<file path="src/rtl/warmboot_pkg.sv">
// Shared definitions for the warmboot controller: state encodings,
// default image index and 48 MHz cycle constants.
// No logic; constants only.
package warmboot_pkg;

    typedef enum logic [1:0] {
        WAIT_LOCK = 2'd0,
        IDLE      = 2'd1,
        DRAIN     = 2'd2,
        FIRE      = 2'd3
    } wb_state_t;

    localparam logic [1:0]  IMAGE_SEL_DEF = 2'b01;

    // 10 ms and 10 s at 48 MHz
    localparam logic [31:0] CYC_10MS = 32'd480_000;
    localparam logic [31:0] CYC_10S  = 32'd480_000_000;

endpackage

</file>
<file path="src/rtl/warmboot_ctrl_cycle_timer.sv">
// Loadable down-counter with a zero flag, used to time the USB drain window.
// Latency: load/clear take effect on the next clock; zero flag is combinational from the count.
// Backpressure: none; decrement saturates at zero.
module cycle_timer #(
    parameter int W = 32
) (
    input  logic         clk_i,
    input  logic         rst_i,
    input  logic         clr_i,
    input  logic         load_i,
    input  logic [W-1:0] load_val_i,
    input  logic         dec_i,
    output logic         zero_o
);

    logic [W-1:0] count_q;

    // Clear beats load beats decrement; never wraps below zero
    always_ff @(posedge clk_i or posedge rst_i) begin
        if (rst_i) begin
            count_q <= '0;
        end else if (clr_i) begin
            count_q <= '0;
        end else if (load_i) begin
            count_q <= load_val_i;
        end else if (dec_i && (count_q != '0)) begin
            count_q <= count_q - W'(1);
        end
    end

    assign zero_o = (count_q == '0);

endmodule

</file>
<file path="src/rtl/warmboot_ctrl.sv">
// Sequences the iCE40 warmboot: waits for PLL lock, drains USB, then fires BOOT.
// Latency: DRAIN lasts DRAIN_CYCLES; BOOT rises on the first FIRE cycle; all outputs registered.
// Backpressure: none; boot_req is latched as a pending request, FIRE is terminal until reset.
module warmboot_ctrl
    import warmboot_pkg::*;
#(
    parameter logic [1:0]  IMAGE_SEL       = IMAGE_SEL_DEF,
    parameter logic [31:0] DRAIN_CYCLES    = CYC_10MS,
    parameter logic [31:0] AUTOBOOT_CYCLES = CYC_10S
) (
    input  logic       clk_48mhz,
    input  logic       reset,
    input  logic       pll_lock,
    input  logic       boot_req,
    input  logic       usb_activity,
    output logic       wb_s1,
    output logic       wb_s0,
    output logic       wb_boot,
    output logic       host_seen,
    output logic [1:0] state_dbg
);

    localparam logic [31:0] DRAIN_LOAD    = DRAIN_CYCLES - 32'd1;
    localparam logic [31:0] AUTOBOOT_LAST = AUTOBOOT_CYCLES - 32'd1;

    logic [1:0]  rst_sync_q;
    logic        rst_int;
    logic        lock_meta_q;
    logic        lock_sync_q;
    wb_state_t   state_q;
    logic        wb_boot_q;
    logic        req_pend_q;
    logic        host_seen_q;
    logic [31:0] idle_cnt_q;
    logic [1:0]  wb_sel_q;

    logic        autoboot_hit;
    logic        go_drain;
    logic        tmr_clr;
    logic        tmr_load;
    logic        tmr_dec;
    logic        tmr_zero;

    // Reset asserts immediately, releases two clocks later in the clk_48mhz domain
    always_ff @(posedge clk_48mhz or posedge reset) begin
        if (reset) begin
            rst_sync_q <= 2'b11;
        end else begin
            rst_sync_q <= {rst_sync_q[0], 1'b0};
        end
    end

    assign rst_int = rst_sync_q[1];

    // Two-flop synchroniser for the asynchronous PLL lock
    always_ff @(posedge clk_48mhz or posedge rst_int) begin
        if (rst_int) begin
            lock_meta_q <= 1'b0;
            lock_sync_q <= 1'b0;
        end else begin
            lock_meta_q <= pll_lock;
            lock_sync_q <= lock_meta_q;
        end
    end

    // Unattended boot only while no host has spoken; a same-cycle token cancels it
    assign autoboot_hit = (AUTOBOOT_CYCLES != 32'd0) && !host_seen_q && !usb_activity &&
                          (idle_cnt_q == AUTOBOOT_LAST);
    assign go_drain     = req_pend_q || autoboot_hit;

    // Drain timer: loaded on IDLE->DRAIN, counted in DRAIN, cleared on lock loss
    always_comb begin
        tmr_clr  = 1'b0;
        tmr_load = 1'b0;
        tmr_dec  = 1'b0;
        if ((state_q == IDLE) || (state_q == DRAIN)) begin
            tmr_clr = !lock_sync_q;
        end
        if ((state_q == IDLE) && lock_sync_q && go_drain) begin
            tmr_load = 1'b1;
        end
        if ((state_q == DRAIN) && lock_sync_q) begin
            tmr_dec = 1'b1;
        end
    end

    cycle_timer #(
        .W (32)
    ) u_drain_timer (
        .clk_i      (clk_48mhz),
        .rst_i      (rst_int),
        .clr_i      (tmr_clr),
        .load_i     (tmr_load),
        .load_val_i (DRAIN_LOAD),
        .dec_i      (tmr_dec),
        .zero_o     (tmr_zero)
    );

    // Main boot sequencer with sticky flags, idle counter and registered outputs
    always_ff @(posedge clk_48mhz or posedge rst_int) begin
        if (rst_int) begin
            state_q     <= WAIT_LOCK;
            wb_boot_q   <= 1'b0;
            req_pend_q  <= 1'b0;
            host_seen_q <= 1'b0;
            idle_cnt_q  <= '0;
            wb_sel_q    <= IMAGE_SEL;
        end else begin
            wb_sel_q <= IMAGE_SEL;
            if (boot_req && (state_q != FIRE)) begin
                req_pend_q <= 1'b1;
            end
            if (usb_activity) begin
                host_seen_q <= 1'b1;
            end
            case (state_q)
                WAIT_LOCK: begin
                    idle_cnt_q <= '0;
                    if (lock_sync_q) begin
                        state_q <= IDLE;
                    end
                end
                IDLE: begin
                    if (!lock_sync_q) begin
                        state_q    <= WAIT_LOCK;
                        idle_cnt_q <= '0;
                    end else if (go_drain) begin
                        state_q    <= DRAIN;
                        idle_cnt_q <= '0;
                    end else if (usb_activity) begin
                        idle_cnt_q <= '0;
                    end else if (!host_seen_q && (idle_cnt_q != '1)) begin
                        idle_cnt_q <= idle_cnt_q + 32'd1;
                    end
                end
                DRAIN: begin
                    idle_cnt_q <= '0;
                    if (!lock_sync_q) begin
                        state_q <= WAIT_LOCK;
                    end else if (tmr_zero) begin
                        state_q   <= FIRE;
                        wb_boot_q <= 1'b1;
                    end
                end
                FIRE: begin
                    wb_boot_q <= 1'b1;
                end
                default: begin
                    state_q <= WAIT_LOCK;
                end
            endcase
        end
    end

    assign wb_s1     = wb_sel_q[1];
    assign wb_s0     = wb_sel_q[0];
    assign wb_boot   = wb_boot_q;
    assign host_seen = host_seen_q;
    assign state_dbg = state_q;

endmodule

</file>
<file path="config.mk">
export PLATFORM = sky130hd
export DESIGN_NAME = warmboot_ctrl
export DESIGN_NICKNAME = d
export VERILOG_FILES = /design/src/rtl/warmboot_pkg.sv /design/src/rtl/warmboot_ctrl_cycle_timer.sv /design/src/rtl/warmboot_ctrl.sv
export SDC_FILE = /design/constraint.sdc
export NUM_CORES = 1
export LEC_CHECK = 0
export CAP_MARGIN = 10
export CORE_MARGIN = 2
export CORE_UTILIZATION = 40
export CTS_CLUSTER_SIZE = 24
export DETAILED_ROUTE_END_ITERATION = 8
export GPL_ROUTABILITY_DRIVEN = 0
export PLACE_DENSITY = 0.62
export SLEW_MARGIN = 20
export SYNTH_ARGS = -nofsm -noshare
export SYNTH_HDL_FRONTEND = slang
export SYNTH_SLANG_ARGS = --single-unit
</file>
<file path="constraint.sdc">
create_clock -name clk_48mhz -period 5.1 [get_ports clk_48mhz]
set_clock_uncertainty 0.2 [all_clocks]
set_input_delay 1.02 -clock clk_48mhz [delete_from_list [all_inputs] [get_ports clk_48mhz]]
set_output_delay 1.02 -clock clk_48mhz [all_outputs]
set_load 0.01 [all_outputs]
</file>
* Yosys cells after proc, flatten, opt, wreduce, memory -nomap -nowiden
Cells that the tools add are included.
Storage, ports and cells: register bits 73, word-level logic and storage cells 67
Operators by class: equal/unequal tests 12, reduce and logical (&&, ||, !) cells 24, $add $sub $neg 2, multiplexer cells 20
Operators by type and width (number):
- $mux 32 | 7
- $pmux 32 s2 | 1
- $add 32x1->32 const B | 1
- $eq 32x29->1 const B | 1
- $logic_not 32->1 | 1
- $ne 32x32->1 const B | 1
- $reduce_bool 32->1 | 1
- $sub 32x1->32 const B | 1
- $mux 2 | 5
- $logic_and 1x1->1 | 8
- $ne 2x2->1 const B | 4
- $ne 3x3->1 const B | 2
- $pmux 2 s3 | 1
- $reduce_bool 3->1 | 2
- $mux 1 | 5
- $ne 5x4->1 const B | 1
- $eq 2x2->1 const B | 2
- $reduce_and 4->1 | 1
- $reduce_bool 2->1 | 2
- $logic_not 1->1 | 3
- $reduce_and 3->1 | 1
- $eq 2x1->1 const B | 1
- $logic_not 2->1 | 1
- $logic_or 1x1->1 | 2
- 3 further kinds | 3

* Depth between registers and ports, before layout
depth in word-level cells 8, depth in mapped cells 10

* Hierarchy
Synthesis repeated with hierarchy kept, for this count alone.
Unflattened totals: cells, all modules 500, area total of the unflattened synthesis 4519.3 µm²
Modules (own cells, without submodules):
- warmboot_ctrl | area an instance 2454.9 µm², cells each 268, seq. area each 1028.5 µm², times used 1
- cycle_timer | area an instance 2064.5 µm², cells each 232, seq. area each 800.8 µm², times used 1

* Worst setup path after synthesis
OpenSTA, ideal clock, no wires.
path kind input-to-reg, start input port usb_activity, end register u_drain_timer.count_q[20], cell stages on the path 8, setup time 119 ps, arrival 2867 ps, required time 4781 ps, slack 1915 ps, buffers on the path 2, cells stage by stage or2_2 or4_4 nor4_4 buf_2 o21bai_1 nand2_1 buf_4 nor2_1
Between the ends: cells in the longest elaborated chain, start to end 8
RTL lines:
- start: declaration | RTL line warmboot_ctrl.sv:15 | input logic usb_activity,
- $logic_not 1->1 * | RTL line warmboot_ctrl.sv:67 | assign autoboot_hit = (AUTOBOOT_CYCLES != 32'd0) && !host_seen_q && !usb_activity &&
- $logic_and 1x1->1 * (2 in a row) | RTL line warmboot_ctrl.sv:67
- $logic_or 1x1->1 * | RTL line warmboot_ctrl.sv:69 | assign go_drain = req_pend_q || autoboot_hit;
- $logic_and 1x1->1 * | RTL line warmboot_ctrl.sv:79 | if ((state_q == IDLE) && lock_sync_q && go_drain) begin
- $mux 1 * | RTL line warmboot_ctrl.sv:79
- $mux 32 | RTL line warmboot_ctrl_cycle_timer.sv:24 | end else if (load_i) begin
- $mux 32 | RTL line warmboot_ctrl_cycle_timer.sv:22 | end else if (clr_i) begin
- end signal: assignment | RTL line warmboot_ctrl_cycle_timer.sv:25 | count_q <= load_val_i;
- end signal: assignment | RTL line warmboot_ctrl_cycle_timer.sv:27 | count_q <= count_q - W'(1);
- end: declaration | RTL line warmboot_ctrl_cycle_timer.sv:16 | logic [W-1:0] count_q;
Every way passes the cells marked *; elsewhere a longest branch is shown, timed or not. A chain may end at the register's enable or synchronous reset.

* Worst setup path in the final report
start input port usb_activity, end register idle_cnt_q[15]
Between the ends: cells in the longest elaborated chain, start to end 7
RTL lines:
- $logic_not 1->1 | RTL line warmboot_ctrl.sv:67
- $logic_and 1x1->1 (2 in a row) | RTL line warmboot_ctrl.sv:67
- $logic_or 1x1->1 | RTL line warmboot_ctrl.sv:69
- $mux 32 | RTL line warmboot_ctrl.sv:127 | end else if (go_drain) begin
- $mux 32 | RTL line warmboot_ctrl.sv:124 | if (!lock_sync_q) begin
- $pmux 32 s2 | RTL line warmboot_ctrl.sv:116 | case (state_q)
- end signal: assignment | RTL line warmboot_ctrl.sv:133 | idle_cnt_q <= idle_cnt_q + 32'd1;
- end: declaration | RTL line warmboot_ctrl.sv:34 | logic [31:0] idle_cnt_q;
Several ways; a longest one is shown, not always the timed one.

==> metrics.txt <==
drt drc 0; Max FO, Critical Path 15; vias in the first global route 3,452; post-synthesis sequential area ratio 0.4359; hold_buf cts 0; Crit. End Element flop; antenna diode count 0; Main synth FF type dfrtp_1; Pwr Total 1601 uW; Crit path required time 5.14 ns; share of layout cells above drive strength 1 0.07516; DIE WIDTH 106.4 um; r2r startpoint idle_cnt_q[0]; Yosys warnings 0; EDFF count, synth 0; Data arrival, critical path 3.94 ns; Worst-Margin Slew 0.8947 ns; Synth area leader dfrtp_1; Synth cell types 54; remaining antenna violation count 0; via count 3,600; Die Ht 106.4 um; Syn Inst Count 474; RR Endpoint idle_cnt_q[12]; crit path launch usb_activity; hold_ws 0.1501 ns; root buffer cell clkbuf_8; row count 37; final hold vios 0; DR pass1 iterations 5; main area contributors after synthesis dfrtp_1 (42%), nand3_1 (4.9%), o21ai_0 (4.2%); CTS max path bufs 2; PwrDens 347.3 nW/um^2; CTS resizes 0; max_cap viols 0; CTS tree done; HPWL after detailed placement 6858 um; postcts setup bufs 0; worst hold path class reg -> reg; maximum clock frequency 0.2566 GHz; RSZ-0062 raised after global routing no; GRT Util Overall 0.1888; Leak 0.001826 uW; VDD IR max 119.3 uV; commonest cells in the netlist dfrtp_1 (71), nand3_1 (41), nand2_1 (36), nor2_1 (36), o21ai_0 (35); Die Area 11,330 sq um; routed len/inst 16.37 um; io pins 11; Reg clk slew, reported paths 0.08 ns; Initial Utilization 0.4083; most frequent cell after synthesis dfrtp_1; reg2reg setup slack 1.59 ns; CP Launch Type input port; crit share post-route 0.7641; initial antenna violation count 0; number of synthesized register bits 73; pin count of the biggest net entering global routing 72; clk_lat worst skew 0.35 ns; share of flip-flops with an asynchronous set or reset 1.000; Avg Cell Area, Syn 8.853 sq um; H-Tree Depth 3; core area 10,280 sq um; post-synth top area share 0.4234; crit path kind in -> reg; PortBufs 8; global-route wire length before repair 17,170 um; Synth Cell Area 4197 sq um; number of setup violations in the final report 0; final-stage net count 486; run status completed; Iter 0 DRT Violations 194; Max Slew Vio Count 0; Tmin final 3.897 ns; grt ovf 0; number of CTS-inserted buffers 9; Post-Route Setup TNS 0 ns; reg2reg path depth 8; Layout area overhead 9.869%; drt via density 5.854; WL final 10,070 um; Rel. slew slack 0.4036; CTS Sinks 73; CP endpoint idle_cnt_q[15]
[worst max-delay path, cell delays in order]
cell,delay [ns]
clkdlybuf4s50_1,0.49
or2_2,0.32
or4_4,0.55
nor4_4,0.37
o31ai_4,0.09
nand2b_1,0.46
buf_4,0.33
o41ai_1,0.31
[state kept, by name, summed over array words and instances, names as in the netlist]
register	cells
u_drain_timer.count_q	32
wb_boot	1
lock_sync_q	1
host_seen	1
state_dbg	2
lock_meta_q	1
idle_cnt_q	32
rst_sync_q	2
req_pend_q	1
[logic make-up after synthesis]
| logic type | synth area share |
|---|---|
| muxes | 0.005068 |
| xor gates and xnor gates | 0.04800 |
| DFF | 0.4359 |
| adders and majority gates | 0.02087 |
| other | 0.001790 |
| AOI/OAI and AO/OA | 0.1321 |
| buffers and inverters | 0.04502 |
| and+or+nand+nor | 0.3113 |
[power by group]
group / internal [uW] / leakage, uW / switching [uW]
Sequential: 647 / 0.000960 / 78.2
Combinational: 147 / 0.000753 / 242
Clock: 266 / 0.000113 / 220
[final cells by class]
type                            count  area, sq um
Sequential cell                    73         1829
Tap cell                          136        170.2
Multi-Input combinational cell    358         2197
Timing Repair Buffer               16        140.1
Fill cell                        1011         5667
Inverter                           16        60.06
Clock buffer                       12        165.2
Clock inverter                      4        48.80
[metal layers]
metal	track usage	part of all wire
met1	0.2524	0.45
met4	0.06401	0.013
met3	0.03801	0.048
met5	0	0
met2	0.3063	0.48
[placed cells by master (no fill, tap or decap), drive strengths merged, types with 3 or more instances in the layout]
master / netlist / layout
inv: 16 / 17
o31ai: 9 / 9
nor2b: 3 / 3
a21o: 3 / 3
xnor2: 6 / 6
and2: 6 / 6
nand2b: 7 / 7
o211ai: 4 / 4
dfrtp: 71 / 71
and3: 9 / 9
o22ai: 3 / 3
clkdlybuf4s50: 0 / 8
nand4: 13 / 13
nor3b: 4 / 4
xor2: 17 / 17
ha: 7 / 7
and4: 8 / 8
o21ai: 35 / 35
nand3: 41 / 41
buf: 13 / 8
nor2: 36 / 36
or4: 7 / 7
or3: 8 / 8
conb: 2 / 3
nor4b: 4 / 4
or2: 4 / 4
o41ai: 8 / 8
clkbuf: 15 / 12
a21oi: 13 / 13
nor4: 14 / 14
or4b: 3 / 3
nand4b: 5 / 5
nor3: 25 / 25
nand2: 36 / 36
[per-stage QoR]
step	setup slack, ns	instance area (sq um)	instances	utilization
2_1_floorplan	1.915	4200	475	-
6_report	1.203	4611	615	0.4486
3_3_place_gp	0.9570	4390	599	0.4272
3_5_place_dp	0.8516	4390	599	0.4272
5_1_grt	0.9877	4611	615	0.4486
4_1_cts	1.212	4604	615	0.4480
[how the worst min path moves through the flow]
stage	startpoint	endpoint	slack [ns]	depth (start not counted)
after floorplan	lock_meta_q	lock_sync_q	0.13	0
after global placement	lock_meta_q	lock_sync_q	0.14	0
after detailed placement	lock_meta_q	lock_sync_q	0.14	0
after CTS	lock_meta_q	lock_sync_q	0.16	0
after global routing	rst_sync_q[0]	rst_sync_q[1]	0.16	0
final	lock_meta_q	lock_sync_q	0.15	0
No activity file was read; power rests on OpenSTA's default activity.
